<file path="config.mk">
export PLATFORM = sky130hd
export DESIGN_NAME = reorder_buffer
export DESIGN_NICKNAME = d
export VERILOG_FILES = /design/src/rtl/reorder_buffer.sv
export SDC_FILE = /design/constraint.sdc
export NUM_CORES = 2
export LEC_CHECK = 0
export CAP_MARGIN = 40
export CORE_ASPECT_RATIO = 2
export CORE_MARGIN = 3
export CORE_UTILIZATION = 40
export DETAILED_ROUTE_END_ITERATION = 10
export SLEW_MARGIN = 20
export SYNTH_ARGS = -nofsm -noshare
export SYNTH_HDL_FRONTEND = slang
export SYNTH_SLANG_ARGS = --single-unit
export TNS_END_PERCENT = 20
</file>
<file path="constraint.sdc">
create_clock -name Sys_clk -period 14.01 [get_ports Sys_clk]
set_input_delay 2.802 -clock Sys_clk [delete_from_list [all_inputs] [get_ports Sys_clk]]
set_output_delay 2.802 -clock Sys_clk [all_outputs]
set_load 0.03 [all_outputs]
</file>
<file path="src/rtl/reorder_buffer.sv">
// 16-entry circular reorder buffer: allocates indices at dispatch, captures CDB results,
// and retires completed entries in program order, flushing on a mispredicted branch.
module reorder_buffer #(
  parameter int RoB_WIDTH    = 4,
  parameter int RoB_SIZE     = 1 << RoB_WIDTH,
  parameter int EX_REG_WIDTH = 6,
  parameter int NON_REG      = 32
) (
  input  logic                    Sys_clk,
  input  logic                    Sys_rst_n,
  input  logic                    Sys_rdy,
  input  logic                    DPRoB_en,
  input  logic [EX_REG_WIDTH-1:0] DPRoB_rd,
  input  logic                    DPRoB_is_branch,
  input  logic                    DPRoB_pred_taken,
  input  logic [31:0]             DPRoB_alt_pc,
  output logic [RoB_WIDTH-1:0]    RoBDP_index,
  output logic                    RoBDP_full,
  input  logic [RoB_WIDTH-1:0]    DPRoB_Qj,
  input  logic [RoB_WIDTH-1:0]    DPRoB_Qk,
  output logic                    RoBDP_Qj_ready,
  output logic                    RoBDP_Qk_ready,
  output logic [31:0]             RoBDP_Vj,
  output logic [31:0]             RoBDP_Vk,
  input  logic                    CDBRoB_en,
  input  logic [RoB_WIDTH-1:0]    CDBRoB_index,
  input  logic [31:0]             CDBRoB_value,
  input  logic                    CDBRoB_taken,
  output logic                    RoBRF_en,
  output logic [RoB_WIDTH-1:0]    RoBRF_RoB_index,
  output logic [EX_REG_WIDTH-1:0] RoBRF_rd,
  output logic [31:0]             RoBRF_value,
  output logic                    RoBRF_pre_judge,
  output logic                    RoBIF_jump_en,
  output logic [31:0]             RoBIF_pc
);

  logic [RoB_WIDTH-1:0]    head, tail;
  logic [RoB_WIDTH:0]      count;
  logic [RoB_SIZE-1:0]     valid, ready, is_branch, pred_taken, taken;
  logic [EX_REG_WIDTH-1:0] rd     [RoB_SIZE];
  logic [31:0]             value  [RoB_SIZE];
  logic [31:0]             alt_pc [RoB_SIZE];

  logic full, commit, flush, alloc, cdb_wr, retire;

  assign full   = (count == (RoB_WIDTH+1)'(RoB_SIZE));
  assign commit = Sys_rdy && valid[head] && ready[head];
  assign flush  = commit && is_branch[head] && (taken[head] != pred_taken[head]);
  assign retire = commit && !flush;
  // A flush discards anything else that would have landed in the same cycle.
  assign alloc  = DPRoB_en && !full && Sys_rdy && !flush;
  assign cdb_wr = CDBRoB_en && Sys_rdy && !flush && valid[CDBRoB_index];

  assign RoBDP_full      = full;
  assign RoBDP_index     = tail;
  assign RoBRF_en        = commit;
  assign RoBRF_RoB_index = head;
  assign RoBRF_rd        = rd[head];
  assign RoBRF_value     = value[head];
  assign RoBRF_pre_judge = !flush;
  assign RoBIF_jump_en   = flush;
  assign RoBIF_pc        = alt_pc[head];

  always_ff @(posedge Sys_clk or negedge Sys_rst_n) begin
    if (!Sys_rst_n) begin
      valid <= '0;
      ready <= '0;
      head  <= '0;
      tail  <= '0;
      count <= '0;
      for (int i = 0; i < RoB_SIZE; i++) rd[i] <= EX_REG_WIDTH'(NON_REG);
    end else if (flush) begin
      valid <= '0;
      head  <= '0;
      tail  <= '0;
      count <= '0;
    end else begin
      if (cdb_wr) ready[CDBRoB_index] <= 1'b1;
      // Allocation never targets the head while it is retiring: not-full implies tail != head.
      if (alloc) begin
        valid[tail] <= 1'b1;
        ready[tail] <= 1'b0;
        rd[tail]    <= DPRoB_rd;
        tail        <= tail + 1'b1;
      end
      if (retire) begin
        valid[head] <= 1'b0;
        head        <= head + 1'b1;
      end
      if (alloc && !retire)      count <= count + 1'b1;
      else if (!alloc && retire) count <= count - 1'b1;
    end
  end

  // Payload fields need no reset; valid/ready gate every use of them.
  always_ff @(posedge Sys_clk) begin
    if (alloc) begin
      is_branch[tail]  <= DPRoB_is_branch;
      pred_taken[tail] <= DPRoB_pred_taken;
      alt_pc[tail]     <= DPRoB_alt_pc;
    end
    if (cdb_wr) begin
      value[CDBRoB_index] <= CDBRoB_value;
      taken[CDBRoB_index] <= CDBRoB_taken;
    end
  end

  always_comb begin
    RoBDP_Qj_ready = 1'b0;
    RoBDP_Vj       = '0;
    if (CDBRoB_en && CDBRoB_index == DPRoB_Qj && valid[DPRoB_Qj]) begin
      RoBDP_Qj_ready = 1'b1;
      RoBDP_Vj       = CDBRoB_value;
    end else if (valid[DPRoB_Qj] && ready[DPRoB_Qj]) begin
      RoBDP_Qj_ready = 1'b1;
      RoBDP_Vj       = value[DPRoB_Qj];
    end
  end

  always_comb begin
    RoBDP_Qk_ready = 1'b0;
    RoBDP_Vk       = '0;
    if (CDBRoB_en && CDBRoB_index == DPRoB_Qk && valid[DPRoB_Qk]) begin
      RoBDP_Qk_ready = 1'b1;
      RoBDP_Vk       = CDBRoB_value;
    end else if (valid[DPRoB_Qk] && ready[DPRoB_Qk]) begin
      RoBDP_Qk_ready = 1'b1;
      RoBDP_Vk       = value[DPRoB_Qk];
    end
  end

endmodule

</file>
==> impl_metrics.py <==
metrics = {
    "synthesis": {
        "synth_cell_types": 58,
        "synth_edf_count": 1072,
        "synth.area.mux_share_pct": 30.6,
        "yosys.area_share.simple_pct": 1.90,
        "synth_top_family_by_area": "multiplexers",
        "synth-adder-area-share_pct": 0.302,
        "async_flop_share_pct": 11.6,
        "netlist_area_um2": 56300,
        "synth_top_flop_cell": "edfxtp_1",
        "netlist_instances": 2662,
        "yosys_warnings": 0,
        "synth_compound_area_share_pct": 1.40,
        "syn_area_per_cell_um2": 21.2,
        "synthXorXnorAreaFrac_pct": 0.280,
        "syn-num-nets": 2765,
        "ys_ff_latch": 1213,
        "synth-seq-area-share_pct": 63.4,
    },
    "die": {
        "ios": 238,
        "die_h_um": 537,
        "core_um2": 140000,
        "fp.dieW_um": 271,
        "std_cell_rows": 194,
        "design.die.area_um2": 146000,
        "initial_core_util_pct": 40.3,
    },
    "clock_network": {
        "clk-insertion-delay-late_ns": 0.72,
        "cts-resized-gates": 0,
        "post_cts_buffers": 0,
        "h-tree-depth": 3,
        "clockBufferDepth": 3,
        "cts_tree": "built",
        "cts_made_buffers": 111,
        "clkTransAtPathRegs_ns": 0.07,
        "ctsHoldBuffers": 0,
        "cts_root_buf": "clkbuf_16",
        "clock_sinks": 1213,
    },
    "critical_path": {
        "ff2ff_setup_slack_ns": 7.84,
        "path_class": "input pin to output pin",
        "r2r_cells": 9,
        "cp_max_fo": 68,
        "rr_startpoint": "RoBRF_RoB_index[0]",
        "cpMaxStageDelayCell": "clkdlybuf4s50_1",
        "end_kind": "output pin",
        "cp_slowest_stage_delay_ns": 0.80,
        "cp_data_arrival_time_ns": 7.31,
        "crit_chain": "buf_6, mux4_2, mux4_2, and4_2, buf_4, inv_1, nand3_2, buf_4, o21ai_0, clkdlybuf4s50_1",
        "required_ns": 11.21,
        "timing.rr.end": "value[0][12]",
        "start_kind": "input pin",
    },
    "timing": {
        "final-setup-viol-count": 0,
        "finalHoldViolCount": 0,
        "post-route-period-util_pct": 72.2,
        "grt_setup_unrepaired": "false",
        "fin_ws_ns": 3.90,
        "tns_ns": 0,
        "slew_headroom_pct": 29.7,
        "fin_crit_ns": 10.11,
        "drv_slew": 0,
        "max_freq_ghz": 0.0989,
        "skew_ns": 0.0365,
        "worst_pin_slew_ns": 1.05,
    },
    "placement": {
        "postPlaceCellArea_um2": 61400,
        "portBuffers": 237,
        "post-place-ws_ns": 3.85,
        "place.gp.congestion": 0.835,
        "hpwl_um": 88100,
    },
    "min_path": {
        "hold-path-cell-count": 1,
        "worstHoldStart": "rd[52]",
        "hold_path_end": "rd[52]",
        "hold_path_class": "flip-flop to flip-flop",
    },
    "route": {
        "via_per_inst": 6.07,
        "post_drt_wl_per_cell_um": 31.3,
        "drt-initial-drc-count": 2443,
        "finalWirelength_um": 152000,
        "drcViolationCount": 0,
        "dr.pass1.iters": 5,
        "ant_nets": 0,
        "num_vias": 29500,
    },
    "power": {
        "total_power_mw": 11.7,
        "p_leak_nw": 21.1,
        "max-vdd-ir-drop_v": 0.000158,
        "powerDensity_nw_per_um2": 179,
    },
    "cells_and_area": {
        "nets": 3003,
        "fin_util_pct": 46.6,
        "area_growth_pct": 15.6,
        "drive_above_1_share_pct": 38.7,
        "final_area_um2": 65200,
    },
    "global_routing": {
        "grt_use_total_pct": 21.1,
        "overflow": 0,
        "grt_pass1_vias": 32200,
        "grt_antenna_before_repair": 9,
        "grt_max_degree": 108,
        "grt_pass1_wl_um": 223000,
    },
    "run_status": {
        "status": "finished clean",
    },
    "flow_run": {
        "drv_cap": 0,
    },
}
per-stage QoR:
stage,hold WS [ns],cells
6_report,0.490,4859
3_3_place_gp,0.468,4628
5_1_grt,0.509,4858
4_1_cts,0.497,4855
3_5_place_dp,0.481,4647
2_1_floorplan,0.459,2662
placed cells by master, fill, tap and decap left out, types with 9 or more instances in the layout:
cell	Yosys	layout
nor2_1	20	15
o21a_1	16	16
edfxtp_1	1072	1072
a221oi_1	10	10
clkinv_2	0	23
buf_4	0	66
dfstp_2	16	16
inv_1	99	83
bufinv_16	0	13
inv_2	0	16
ha_1	12	12
buf_16	0	13
clkdlybuf4s50_1	0	228
buf_12	0	9
mux4_2	713	713
nand2_1	86	86
dfrtp_1	125	121
o21ai_0	68	68
clkinvlp_4	0	11
mux2_4	12	12
xor2_1	12	12
nand4_4	10	10
clkbuf_16	0	112
clkinv_1	0	12
mux2_2	78	78
clkbuf_1	129	16
registers in the layout, indices dropped and copies added (netlist names):
| register | count |
|---|---|
| value | 512 |
| ready | 16 |
| pred_taken | 16 |
| RoBDP_index | 4 |
| rd | 96 |
| valid | 16 |
| RoBRF_RoB_index | 4 |
| is_branch | 16 |
| taken | 16 |
| count | 5 |
| alt_pc | 512 |
final cells by class:
class / count / area [um2]
multi-input cells: 1150 / 19500
inverters: 100 / 378
clock inverters: 72 / 795
well taps: 1862 / 2330
diodes: 2 / 5.00
flip-flops and latches: 1213 / 35800
clock buffers: 136 / 2950
fillers: 11700 / 74700
repair buffers: 324 / 3390
report_power, final:
part           total [mW]  switching (mW)  leakage (nW)  internal (mW)
combinational        4.10            2.10          7.84           1.99
sequential           4.47           0.250          11.4           4.22
clock                3.12            1.37          1.82           1.75
cells by family after synthesis:
logic type,count (synthesis)
DFF,1213
muxes,816
buffers and inverters,299
and+or+nand+nor,182
AOI/OAI and AO/OA,121
xor gates and xnor gates,18
adders and majority gates,13
metal layers:
layer	part of all wire [%]	routed length, um	global-route usage, %	vias to the layer above
li1	-	-	-	11900
met1	37	55600	25.1	16100
met2	53	80700	37.7	1146
met3	6.3	9550	3.80	327
met4	4.2	6360	8.58	12
met5	0.054	82	0	-
worst max-delay path by stage:
stage,slack [ns],cells after the start,from,end
4_1_cts,3.83,10,DPRoB_Qk[1],RoBDP_Vk[5]
3_5_place_dp,3.85,10,DPRoB_Qk[1],RoBDP_Vk[5]
3_3_place_gp,3.91,8,DPRoB_Qk[0],RoBDP_Vk[5]
5_1_grt,3.78,10,DPRoB_Qk[1],RoBDP_Vk[5]
2_1_floorplan,5.73,9,DPRoB_Qj[1],RoBDP_Vj[10]
6_report,3.90,10,DPRoB_Qk[1],RoBDP_Vk[5]
cell usage after synthesis (20+ instances only):
master / count / area share, %
edfxtp_1: 1072 / 57
clkbuf_1: 129 / 0.86
nor2_1: 20 / 0.13
mux4_2: 713 / 28
buf_1: 52 / 0.35
dfrtp_1: 125 / 5.6
nand2_1: 86 / 0.57
inv_1: 99 / 0.66
mux2_2: 78 / 1.6
o21ai_0: 68 / 0.60
worst max-delay path: cells and delay by family:
family          cells  cell delay, ns
buf+inv             5            2.22
mux                 2            1.12
compound gates      1            0.61
simple gates        2            0.46
No activity file was read; power rests on OpenSTA's default activity.
